## src/rtl/pipe_hazard_scoreboard.sv

```systemverilog
// Hazard scoreboard: tracks in-flight writers over DEPTH stages, drives forward selects and load-use stall.
// Latency: stall/fwd_sel combinational from decode inputs; scoreboard advances every cycle, never backpressured.
// Stall holds IF/ID and bubbles EXE; `define HAZARD_R0_ZERO_EN makes r0 hardwired zero.
module pipe_hazard_scoreboard #(
    parameter int REG_AW     = 3,
    parameter int DEPTH      = 3,
    parameter int NUM_SRC    = 2,
    parameter int LOAD_READY = 2,
    parameter int FW         = $clog2(DEPTH + 1)
) (
    input  logic                      clk,
    input  logic                      rst_n,
    input  logic                      id_valid,
    input  logic [REG_AW-1:0]         id_rd,
    input  logic                      id_reg_wr,
    input  logic                      id_mem_rd,
    input  logic [NUM_SRC*REG_AW-1:0] id_src,
    input  logic [NUM_SRC-1:0]        id_src_used,
    input  logic                      kill,
    input  logic                      stat_clr,
    output logic [NUM_SRC*FW-1:0]     fwd_sel,
    output logic                      stall,
    output logic [15:0]               stall_count
);

    logic [DEPTH:1]    valid_q, valid_d;
    logic [DEPTH:1]    reg_wr_q, reg_wr_d;
    logic [DEPTH:1]    mem_rd_q, mem_rd_d;
    logic [REG_AW-1:0] rd_q [1:DEPTH];
    logic [REG_AW-1:0] rd_d [1:DEPTH];
    logic [15:0]       stall_count_q, stall_count_d;

    logic [REG_AW-1:0] src_a    [NUM_SRC];
    logic [FW-1:0]     sel_raw  [NUM_SRC];
    logic [NUM_SRC-1:0] src_live;
    logic [NUM_SRC-1:0] hazard;
    logic               issue;
    logic               dst_wr;

    // Oldest-to-youngest scan so the youngest matching stage overwrites older ones.
    always_comb begin
        hazard = '0;
        for (int i = 0; i < NUM_SRC; i++) begin
            src_a[i]   = id_src[i*REG_AW +: REG_AW];
`ifdef HAZARD_R0_ZERO_EN
            src_live[i] = id_src_used[i] & (src_a[i] != '0);
`else
            src_live[i] = id_src_used[i];
`endif
            sel_raw[i] = '0;
            for (int k = DEPTH; k >= 1; k--) begin
                if (src_live[i] && valid_q[k] && reg_wr_q[k] && (rd_q[k] == src_a[i])) begin
                    sel_raw[i] = FW'(k);
                    hazard[i]  = mem_rd_q[k] && (k < LOAD_READY);
                end
            end
        end
    end

    always_comb begin
        stall   = id_valid & ~kill & (|hazard);
        fwd_sel = '0;
        for (int i = 0; i < NUM_SRC; i++) begin
            fwd_sel[i*FW +: FW] = stall ? '0 : sel_raw[i];
        end
    end

    always_comb begin
        issue = id_valid & ~stall & ~kill;
`ifdef HAZARD_R0_ZERO_EN
        dst_wr = id_reg_wr & (id_rd != '0);
`else
        dst_wr = id_reg_wr;
`endif
        valid_d[1]  = issue;
        reg_wr_d[1] = issue & dst_wr;
        mem_rd_d[1] = issue & id_mem_rd;
        rd_d[1]     = id_rd;
        for (int k = 2; k <= DEPTH; k++) begin
            valid_d[k]  = valid_q[k-1];
            reg_wr_d[k] = reg_wr_q[k-1];
            mem_rd_d[k] = mem_rd_q[k-1];
            rd_d[k]     = rd_q[k-1];
        end
    end

    always_comb begin
        stall_count_d = stall_count_q;
        if (stat_clr) begin
            stall_count_d = '0;
        end else if (stall && (stall_count_q != 16'hFFFF)) begin
            stall_count_d = stall_count_q + 16'd1;
        end
    end

    always_ff @(posedge clk or negedge rst_n) begin
        if (!rst_n) begin
            valid_q       <= '0;
            reg_wr_q      <= '0;
            mem_rd_q      <= '0;
            stall_count_q <= '0;
            for (int k = 1; k <= DEPTH; k++) begin
                rd_q[k] <= '0;
            end
        end else begin
            valid_q       <= valid_d;
            reg_wr_q      <= reg_wr_d;
            mem_rd_q      <= mem_rd_d;
            stall_count_q <= stall_count_d;
            for (int k = 1; k <= DEPTH; k++) begin
                rd_q[k] <= rd_d[k];
            end
        end
    end

    assign stall_count = stall_count_q;

endmodule

```

## config.mk

```make
export PLATFORM = sky130hd
export DESIGN_NAME = pipe_hazard_scoreboard
export DESIGN_NICKNAME = d
export VERILOG_FILES = /design/src/rtl/pipe_hazard_scoreboard.sv
export SDC_FILE = /design/constraint.sdc
export NUM_CORES = 1
export LEC_CHECK = 0
export BUFFER_PORTS_ARGS = -buffer_cell sky130_fd_sc_hd__clkbuf_2
export CAP_MARGIN = 25
export CORE_UTILIZATION = 36
export CTS_CLUSTER_SIZE = 16
export DETAILED_ROUTE_END_ITERATION = 6
export PLACE_DENSITY = 0.66
export SYNTH_ARGS = -nofsm -noshare
export SYNTH_HDL_FRONTEND = slang
export SYNTH_SLANG_ARGS = --single-unit
```

## constraint.sdc

```tcl
create_clock -name clk -period 4.44 [get_ports clk]
set_input_delay 0.444 -clock clk [delete_from_list [all_inputs] [get_ports clk]]
set_output_delay 0.444 -clock clk [all_outputs]
set_load 0.02 [all_outputs]
```

==> results.sh, run 1 <==
export IMPL_routedWlPerCell_um=14.4
export IMPL_post_route_util_pct=45.8
export IMPL_crit_fanout=19
export IMPL_via_per_inst=5.49
export IMPL_worst_pin_slew_ns=0.806
export IMPL_num_rows=24
export IMPL_avgSynthCellArea_sq_um=10.7
export IMPL_num_nets_final=218
export IMPL_floorplan_initialDensity_pct=38.1
export IMPL_path_class="flip-flop to output pin"
export IMPL_critPathLaunchType="flip-flop"
export IMPL_synth_seq_cells=32
export IMPL_ys_warnings_count=0
export IMPL_vias=1383
export IMPL_fp_dieW_um=70.6
export IMPL_syn2layout_area_growth_pct=20.1
export IMPL_cts_hold_buf=0
export IMPL_drt_total_wl_um=3620
export IMPL_grt_util_all_layers_pct=16.6
export IMPL_clkLatencyLatePin_ns=0.29
export IMPL_critPathMaxStageDelay_ns=0.45
export IMPL_cp_slowest_cell="o21ai_4"
export IMPL_drtIter0Drc=64
export IMPL_synthDistinctLibCells=38
export IMPL_ys_seq_area_share_pct=47.3
export IMPL_period_needed_ns=2.59
export IMPL_crit_required_ns=4.00
export IMPL_post_cts_setup_buffer_count=0
export IMPL_holdCritPathClass="input port to asynchronous set/reset pin"
export IMPL_rsz0062_at_grt="no"
export IMPL_syn_area_sq_um=1690
export IMPL_drive_gt1_share_pct=27.0
export IMPL_p_sw_mw=0.141
export IMPL_violations="DRC"
export IMPL_num_antenna_cells=0
export IMPL_synthFlopType="dfrtp_1"
export IMPL_holdWs_ns=0.237
export IMPL_io_pins=39
export IMPL_setup_violations=0
export IMPL_max_freq_ghz=0.387
export IMPL_die_area_sq_um=4980
export IMPL_regArea_sq_um=801
export IMPL_status="finished, violations left"
export IMPL_clockBufferDepth=2
export IMPL_synthCells=158
export IMPL_fin_tns_setup_ns=0
export IMPL_grt_pass1_vias=1324
export IMPL_htree_levels=2
export IMPL_slew_headroom_pct=46.3
export IMPL_maxSlewViolCount=0
export IMPL_multi_input_area_sq_um=860
export IMPL_post_route_period_util_pct=58.3
export IMPL_grt_max_degree=33
export IMPL_port_buffers=38
export IMPL_firstDrtPassIters=6
export IMPL_path_buf_inv=2
export IMPL_hold_viol=0
export IMPL_critPathTopFamily="compound AO/OA/AOI/OAI gates"
export IMPL_power_clock_fraction_pct=44.8
export IMPL_sw_frac_of_total_pct=22.7
export IMPL_cts_clk_slew_worst_paths_ns=0.07
export IMPL_drtAntennaViolNets=0
export IMPL_syn_num_nets=177
export IMPL_drcViolationCount=6
export IMPL_clock_sinks=32
export IMPL_synth_edf_count=0
export IMPL_coreArea_sq_um=4440
export IMPL_root_buffer="clkbuf_8"
export IMPL_cp_arrival_ns=2.14
export IMPL_combPwrFrac_pct=6.0
export IMPL_p_int_mw=0.478
export IMPL_antenna_found_initial=0
export IMPL_cts_tree="done"
export IMPL_leakagePower_nw=0.902
export IMPL_grt_ovfl_total=0
export IMPL_grt_pass1_wl_um=6350
export IMPL_gp_congestion=0.779
export IMPL_fp_dieH_um=70.6
export IMPL_p_per_area_nw_per_um2=304
export IMPL_cts_buffers=5
export IMPL_cp_cell_sequence="xor2_1, nor4_4, o21ai_4, inv_2, nor3_1, clkbuf_2"
export IMPL_fillers=428
export IMPL_cts_repair_resize_count=0
export IMPL_power_frac_seq_pct=49.2
export IMPL_skew_ns=0.00518
export IMPL_postSynth_asyncResetShare_pct=100
export IMPL_end_kind="output pin"
export IMPL_hpwlAfterDp_um=2680
export IMPL_peakVddDrop_mv=0.190
export IMPL_drv_cap=0
-- Yosys cell counts (3+ instances only) --
cell type | instances | area share (%)
a21oi_1 | 13 | 3.8
and3_1 | 5 | 1.8
dfrtp_1 | 32 | 47
nand2_1 | 6 | 1.3
nand3_1 | 9 | 2.7
nand4_1 | 4 | 1.5
nor2_1 | 9 | 2.0
nor2b_1 | 5 | 1.8
nor3_1 | 5 | 1.5
nor4_1 | 3 | 1.1
nor4_4 | 3 | 3.8
o31ai_1 | 8 | 3.5
or4_1 | 10 | 4.4
xor2_1 | 18 | 9.3
-- power by group through the flow --
stage / clock (mW) / combinational [mW] / sequential (mW)
floorplan: 0 / 0.0183 / 0.309
detailed placement: 0 / 0.0380 / 0.310
global route: 0.295 / 0.0422 / 0.306
global placement: 0 / 0.0372 / 0.311
finish: 0.277 / 0.0373 / 0.305
CTS: 0.284 / 0.0382 / 0.305
-- layout by cell type (no fill, tap or decap) --
| cell type | n |
|---|---|
| or3_1 | 1 |
| o21ai_4 | 1 |
| bufinv_16 | 1 |
| or3b_1 | 1 |
| clkbuf_8 | 5 |
| dfrtp_1 | 32 |
| or4_1 | 10 |
| xnor2_1 | 1 |
| a221oi_1 | 1 |
| nor2_2 | 1 |
| mux2i_1 | 1 |
| o221a_2 | 1 |
| and4_1 | 2 |
| clkbuf_2 | 38 |
| nand4_1 | 4 |
| a31o_1 | 1 |
| inv_1 | 1 |
| nor2_1 | 9 |
| nor3_4 | 1 |
| o31ai_1 | 8 |
| nor4_1 | 3 |
| nand3_1 | 9 |
| and3_1 | 5 |
| inv_2 | 1 |
| and4b_1 | 2 |
| mux2_1 | 2 |
| nor4_4 | 3 |
| o21ai_1 | 1 |
| ha_1 | 1 |
| nand2_1 | 6 |
| nor3_1 | 5 |
| xor2_1 | 18 |
| clkinvlp_4 | 1 |
| nor2b_1 | 5 |
| and2_1 | 2 |
| nand2b_1 | 1 |
| o211ai_1 | 1 |
| a21oi_1 | 13 |
| clkinv_2 | 1 |
-- state kept, by name, summed over array words and instances, names as in the netlist --
signal       flops
stall_count     16
mem_rd_q         1
reg_wr_q         3
rd_q             3
rd_d             6
valid_q          3
-- final timing paths --
kind	from	to	slack, ns	cells after the start
worst max-delay path	rd_d[4]	fwd_sel[1]	1.85	6
worst min-delay path	rst_n	stall_count[9]	0.24	1
worst max register to register	rd_d[5]	stall_count[8]	2.25	5
worst min register to register	reg_wr_q[1]	reg_wr_q[2]	0.40	0
max in group asynchronous	rst_n	rd_q[0]	3.70	1
min in group clk	id_rd[2]	rd_d[5]	0.26	1
-- stage by stage --
step / instance area [sq um] / instances / setup WS [ns] / total power [mW]
detailed placement: 1920 / 244 / 1.98 / 0.348
finish: 2030 / 252 / 1.85 / 0.619
floorplan: 1690 / 158 / 2.29 / 0.327
global route: 2030 / 252 / 1.66 / 0.643
CTS: 2030 / 252 / 1.84 / 0.627
global placement: 1920 / 244 / 2.03 / 0.348
-- metal layers --
metal	track usage [%]	vias to the layer above	share of wire, %
met1	22.7	648	48
met3	4.84	7	6.2
met5	0	-	0
met2	25.9	49	45
li1	-	679	-
met4	4.67	0	1.5
-- final cells by class --
| cell class | count | area share (%) |
|---|---|---|
| Multi-Input combinational cell | 120 | 42.3 |
| Clock inverter | 3 | 2.09 |
| Inverter | 2 | 0.369 |
| Sequential cell | 32 | 39.4 |
| Clock buffer | 5 | 3.38 |
| Tap cell | 52 | 3.20 |
| Timing Repair Buffer | 38 | 9.35 |
-- logic make-up (layout without fill, tap and decap cells) --
family                   Yosys count  count (layout)  synth area share [%]
XOR/XNOR                          19              19                  9.82
AO/OA/AOI/OAI                     27              27                  10.8
AND/OR/NAND/NOR                   70              70                  27.5
adder cells (fa/ha/maj)            1               1                 0.738
flip-flops                        32              32                  47.3
buffers and inverters              6              48                  1.99
multiplexers                       3               3                  1.92
Note: power is estimated with default switching activity, not from simulation.
==> inputs of run 2 (changes only) <==
==> constraint.sdc (replaced) <==
create_clock -name clk -period 2.5 [get_ports clk]
set_input_delay 0.25 -clock clk [delete_from_list [all_inputs] [get_ports clk]]
set_output_delay 0.25 -clock clk [all_outputs]
set_load 0.02 [all_outputs]
==> results.sh, run 2 (synthesis results as in run 1) <==
export IMPL_htree_levels=2
export IMPL_port_buffers=38
export IMPL_num_nets_final=221
export IMPL_path_class="flip-flop to flip-flop"
export IMPL_num_antenna_cells=0
export IMPL_skew_ns=0.00540
export IMPL_grt_pass1_wl_um=5940
export IMPL_setup_violations=0
export IMPL_layout_cells_non_filler=255
export IMPL_grt_ovfl_total=0
export IMPL_post_route_util_pct=45.9
export IMPL_drtAntennaViolNets=0
export IMPL_fp_dieW_um=70.6
export IMPL_peakVddDrop_mv=0.383
export IMPL_worst_pin_slew_ns=0.779
export IMPL_clock_sinks=32
export IMPL_status="finished, violations left"
export IMPL_holdWs_ns=0.0230
export IMPL_drcViolationCount=6
export IMPL_slew_headroom_pct=48.1
export IMPL_crit_fanout=14
export IMPL_root_buffer="clkbuf_8"
export IMPL_num_rows=24
export IMPL_reg2reg_depth=6
export IMPL_hold_viol=0
export IMPL_cts_buffers=5
export IMPL_firstDrtPassIters=6
export IMPL_regArea_sq_um=801
export IMPL_critPathLaunchType="flip-flop"
export IMPL_holdCritPathClass="input port to asynchronous set/reset pin"
export IMPL_rsz0062_at_grt="no"
export IMPL_routedWlPerCell_um=14.3
export IMPL_largest_register_ffs=16
export IMPL_regToRegEndpoint="stall_count[8]"
export IMPL_p_per_area_nw_per_um2=503
export IMPL_fp_dieH_um=70.6
export IMPL_coreArea_sq_um=4440
export IMPL_hpwlAfterDp_um=2640
export IMPL_die_area_sq_um=4980
export IMPL_gp_congestion=0.796
export IMPL_dp_slack_ns=0.345
export IMPL_setup_ws_ns=0.312
export IMPL_mostFrequentLayoutCells="38 x clkbuf_2, 32 x dfrtp_1, 18 x xor2_1"
export IMPL_r2r_slack_ns=0.31
export IMPL_maxSlewViolCount=0
export IMPL_grt_pass1_vias=1290
export IMPL_clkLatencyLatePin_ns=0.29
export IMPL_drtIter0Drc=74
export IMPL_cp_arrival_ns=2.37
export IMPL_violations="DRC"
export IMPL_drv_cap=0
export IMPL_place_area_sq_um=1930
export IMPL_grt_util_all_layers_pct=15.6
export IMPL_crit_required_ns=2.68
export IMPL_cts_hold_buf=0
export IMPL_io_pins=39
export IMPL_cts_clk_slew_worst_paths_ns=0.07
export IMPL_post_route_period_util_pct=87.5
export IMPL_antenna_found_initial=0
export IMPL_layout_commonest_cell="clkbuf_2"
export IMPL_syn2layout_area_growth_pct=20.3
export IMPL_drive_gt1_share_pct=28.1
export IMPL_placed_cells=245
export IMPL_max_freq_ghz=0.457
export IMPL_end_kind="flip-flop"
export IMPL_leakagePower_nw=0.912
export IMPL_endpoint="stall_count[8]"
export IMPL_clockBufferDepth=2
export IMPL_period_needed_ns=2.19
export IMPL_cts_tree="done"
export IMPL_via_per_inst=5.56
export IMPL_grt_max_degree=33
export IMPL_fillers=429
export IMPL_multi_input_area_sq_um=860
export IMPL_design_area_sq_um=2040
export IMPL_r2r_start="rd_d[5]"
export IMPL_vias=1419
export IMPL_fin_tns_setup_ns=0
export IMPL_cts_repair_resize_count=0
export IMPL_floorplan_initialDensity_pct=38.1
export IMPL_critPathLaunch="rd_d[5]"
export IMPL_finalPower_mw=1.03
export IMPL_drt_total_wl_um=3640
==> run 2: cell count changes in the layout (fill, tap and decap cells not counted), sizes merged <==
cell | previous run | this run
clkinv | 1 | 2
clkbuf | 43 | 44
buf | 0 | 3
bufinv | 1 | 0
clkinvlp | 1 | 0
==> run 2: where the power goes <==
| part | internal [mW] | leakage, nW | switching (mW) |
|---|---|---|---|
| registers | 0.530 | 0.421 | 0.0108 |
| clock network | 0.219 | 0.0510 | 0.199 |
| logic | 0.0260 | 0.440 | 0.0404 |
| total | 0.776 | 0.912 | 0.250 |
==> run 2: how the worst min path moves through the flow <==
stage | from | endpoint | slack (ns) | depth (start not counted)
final | rst_n | stall_count[9] | 0.02 | 1
after global routing | id_rd[2] | rd_d[5] | 0.05 | 1
after CTS | id_rd[1] | rd_d[4] | 0.05 | 1
after detailed placement | id_rd[2] | rd_d[5] | 0.36 | 1
after global placement | id_rd[0] | rd_d[3] | 0.36 | 1
after floorplan | rst_n | mem_rd_q[1] | -0.05 | 0
==> run 2: worst max-delay path, cell delays in order (launching register included) <==
cell,delay [ns]
dfrtp_1,0.41
xor2_1,0.17
nor4_4,0.49
o21ai_4,0.12
buf_4,0.20
nor4_1,0.33
mux2_1,0.35
==> run 2: routing by layer <==
layer	GRT usage, %	vias up	part of all wire (%)
met5	0	-	0
met4	7.33	0	1.1
li1	-	683	-
met3	3.56	5	6.7
met1	20.0	683	44
met2	25.4	48	48
==> run 2: final cells by class <==
class	count	area share (%)
inverters	2	0.368
repair buffers	41	10.4
flip-flops and latches	32	39.3
multi-input cells	120	42.2
clock buffers	6	4.05
well taps	52	3.19
clock inverters	2	0.491
==> run 2: repair_timing <==
action | 4_1_cts | 5_1_grt
hold endpoints to repair | 0 | 0
setup endpoints to repair | 0 | 2
buffers inserted | 0 | 2
==> inputs of run 3 (changes only) <==
--- a/config.mk
+++ b/config.mk
@@ -7,10 +7,11 @@
 export LEC_CHECK = 0
 export BUFFER_PORTS_ARGS = -buffer_cell sky130_fd_sc_hd__clkbuf_2
 export CAP_MARGIN = 25
-export CORE_UTILIZATION = 36
+export CORE_UTILIZATION = 53
 export CTS_CLUSTER_SIZE = 16
 export DETAILED_ROUTE_END_ITERATION = 6
-export PLACE_DENSITY = 0.66
+export GPL_TIMING_DRIVEN = 0
+export PLACE_DENSITY = 0.88
 export SYNTH_ARGS = -nofsm -noshare
 export SYNTH_HDL_FRONTEND = slang
 export SYNTH_SLANG_ARGS = --single-unit
==> results.sh, run 3 (synthesis results as in run 1) <==
export IMPL_die_area_sq_um=3430
export IMPL_endpoint="fwd_sel[3]"
export IMPL_num_nets_final=224
export IMPL_fp_dieW_um=58.5
export IMPL_p_int_mw=0.823
export IMPL_syn2layout_area_growth_pct=21.6
export IMPL_r2r_start="rd_d[5]"
export IMPL_reg2reg_depth=6
export IMPL_holdWs_ns=0.0360
export IMPL_holdCritPathClass="input port to flip-flop"
export IMPL_setup_violations=0
export IMPL_grt_pass1_vias=1369
export IMPL_largest_register_ffs=16
export IMPL_grt_pass1_wl_um=6060
export IMPL_r2r_slack_ns=0.30
export IMPL_gr_usage_met3_pct=7.03
export IMPL_post_route_period_util_pct=92.4
export IMPL_layout_commonest_cell="clkbuf_2"
export IMPL_leakagePower_nw=0.921
export IMPL_cp_cell_sequence="xor2_1, nor4_4, o21ai_4, inv_2, nor3_1, clkbuf_2"
export IMPL_skew_ns=0.0163
export IMPL_drv_cap=0
export IMPL_num_antenna_cells=0
export IMPL_sw_frac_of_total_pct=22.3
export IMPL_max_freq_ghz=0.433
export IMPL_io_pins=39
export IMPL_cp_arrival_ns=2.06
export IMPL_cts_hold_buf=1
export IMPL_antenna_found_initial=0
export IMPL_design_area_sq_um=2060
export IMPL_peakVddDrop_mv=0.346
export IMPL_via_per_inst=5.74
export IMPL_drcViolationCount=0
export IMPL_combPwrFrac_pct=6.6
export IMPL_clockBufferDepth=2
export IMPL_regToRegEndpoint="stall_count[12]"
export IMPL_slew_headroom_pct=48.9
export IMPL_cts_repair_resize_count=0
export IMPL_mostFrequentLayoutCells="37 x clkbuf_2, 32 x dfrtp_1, 18 x xor2_1"
export IMPL_cts_tree="done"
export IMPL_drive_gt1_share_pct=26.7
export IMPL_p_per_area_nw_per_um2=514
export IMPL_htree_levels=2
export IMPL_hold_viol=0
export IMPL_critPathLaunch="rd_d[5]"
export IMPL_path_class="flip-flop to output pin"
export IMPL_period_needed_ns=2.31
export IMPL_root_buffer="clkbuf_4"
export IMPL_fp_dieH_um=58.5
export IMPL_grt_ovfl_total=0
export IMPL_drtAntennaViolNets=0
export IMPL_floorplan_initialDensity_pct=55.5
export IMPL_fin_tns_setup_ns=0
export IMPL_drt_total_wl_um=3600
export IMPL_power_frac_seq_pct=51.0
export IMPL_rsz0062_at_grt="no"
export IMPL_grt_busiest_layer="met2"
export IMPL_grt_util_all_layers_pct=24.1
export IMPL_port_buffers=37
export IMPL_coreArea_sq_um=3050
export IMPL_drtIter0Drc=46
export IMPL_crit_fanout=10
export IMPL_clock_sinks=32
export IMPL_fillers=272
export IMPL_vias=1434
export IMPL_grt_max_degree=33
export IMPL_p_sw_mw=0.236
export IMPL_cp_slowest_cell="nor4_4"
export IMPL_end_kind="output pin"
export IMPL_hpwlAfterDp_um=2610
export IMPL_post_cts_setup_buffer_count=0
export IMPL_met1_usage_pct=30.4
export IMPL_critPathMaxStageDelay_ns=0.49
export IMPL_maxSlewViolCount=0
export IMPL_power_clock_fraction_pct=42.5
export IMPL_grtUsageMet2_pct=39.9
export IMPL_crit_required_ns=2.25
export IMPL_num_rows=20
export IMPL_worst_pin_slew_ns=0.766
export IMPL_gp_congestion=0.819
export IMPL_clkLatencyLatePin_ns=0.34
export IMPL_routedWlPerCell_um=14.4
export IMPL_firstDrtPassIters=4
export IMPL_cts_buffers=5
export IMPL_cts_clk_slew_worst_paths_ns=0.09
export IMPL_status="complete, no violations"
export IMPL_place_area_sq_um=1930
export IMPL_critPathLaunchType="flip-flop"
run 3: cell types whose count changed in the layout (fill, tap and decap cells not counted), sizes merged:
cell | before | now
bufinv | 0 | 1
clkbuf | 44 | 45
clkinv | 2 | 0
dlygate4sd3 | 0 | 3
run 3: cell type report:
type                            count  area (sq um)  area share [%]
Buffer                              4          26.3            1.28
Clock buffer                        7          65.1            3.16
Clock inverter                      1          30.0            1.46
Inverter                            2          7.51           0.365
Multi-Input combinational cell    120           860            41.7
Sequential cell                    32           801            38.9
Tap cell                           44          55.1            2.67
Timing Repair Buffer               40           215            10.4
run 3: worst min-delay path by stage:
| stage | start | end | slack, ns | cells past startpoint |
|---|---|---|---|---|
| finish | id_rd[1] | rd_d[4] | 0.04 | 1 |
| global route | id_rd[1] | rd_d[4] | 0.002 | 1 |
| CTS | id_rd[0] | rd_d[3] | 0.01 | 1 |
| detailed placement | rst_n | rd_q[0] | 0.36 | 1 |
| global placement | rst_n | rd_q[0] | 0.36 | 1 |
| floorplan | rst_n | mem_rd_q[1] | -0.05 | 0 |
run 3: metal layers:
layer	part of all wire (%)	wire (um)	vias to the layer above
met5	0	0	-
met4	0.64	23	0
met3	6.5	234	4
li1	-	-	693
met2	49	1760	50
met1	44	1580	687
run 3: power by group through the flow:
| stage | clock network (mW) | logic (mW) | registers, mW |
|---|---|---|---|
| floorplan | 0 | 0.0326 | 0.549 |
| global placement | 0 | 0.0654 | 0.550 |
| detailed placement | 0 | 0.0673 | 0.551 |
| CTS | 0.454 | 0.0688 | 0.541 |
| global route | 0.490 | 0.0775 | 0.542 |
| finish | 0.450 | 0.0694 | 0.540 |
run 3: metrics by stage:
stage / total power [mW] / cells / utilization (%) / setup WS, ns
floorplan: 0.581 / 158 / - / 0.487
global placement: 0.615 / 239 / 63.4 / 0.317
detailed placement: 0.618 / 239 / 63.4 / 0.298
CTS: 1.06 / 248 / 66.8 / 0.172
global route: 1.11 / 250 / 67.5 / 0.0237
finish: 1.06 / 250 / 67.5 / 0.190
run 3: critical path, delay by kind of cell (launching register included):
family	cells	cell delay (ns)
compound gates	1	0.19
xor+xnor	1	0.20
buf+inv	2	0.36
simple gates	2	0.57
flops	1	0.42
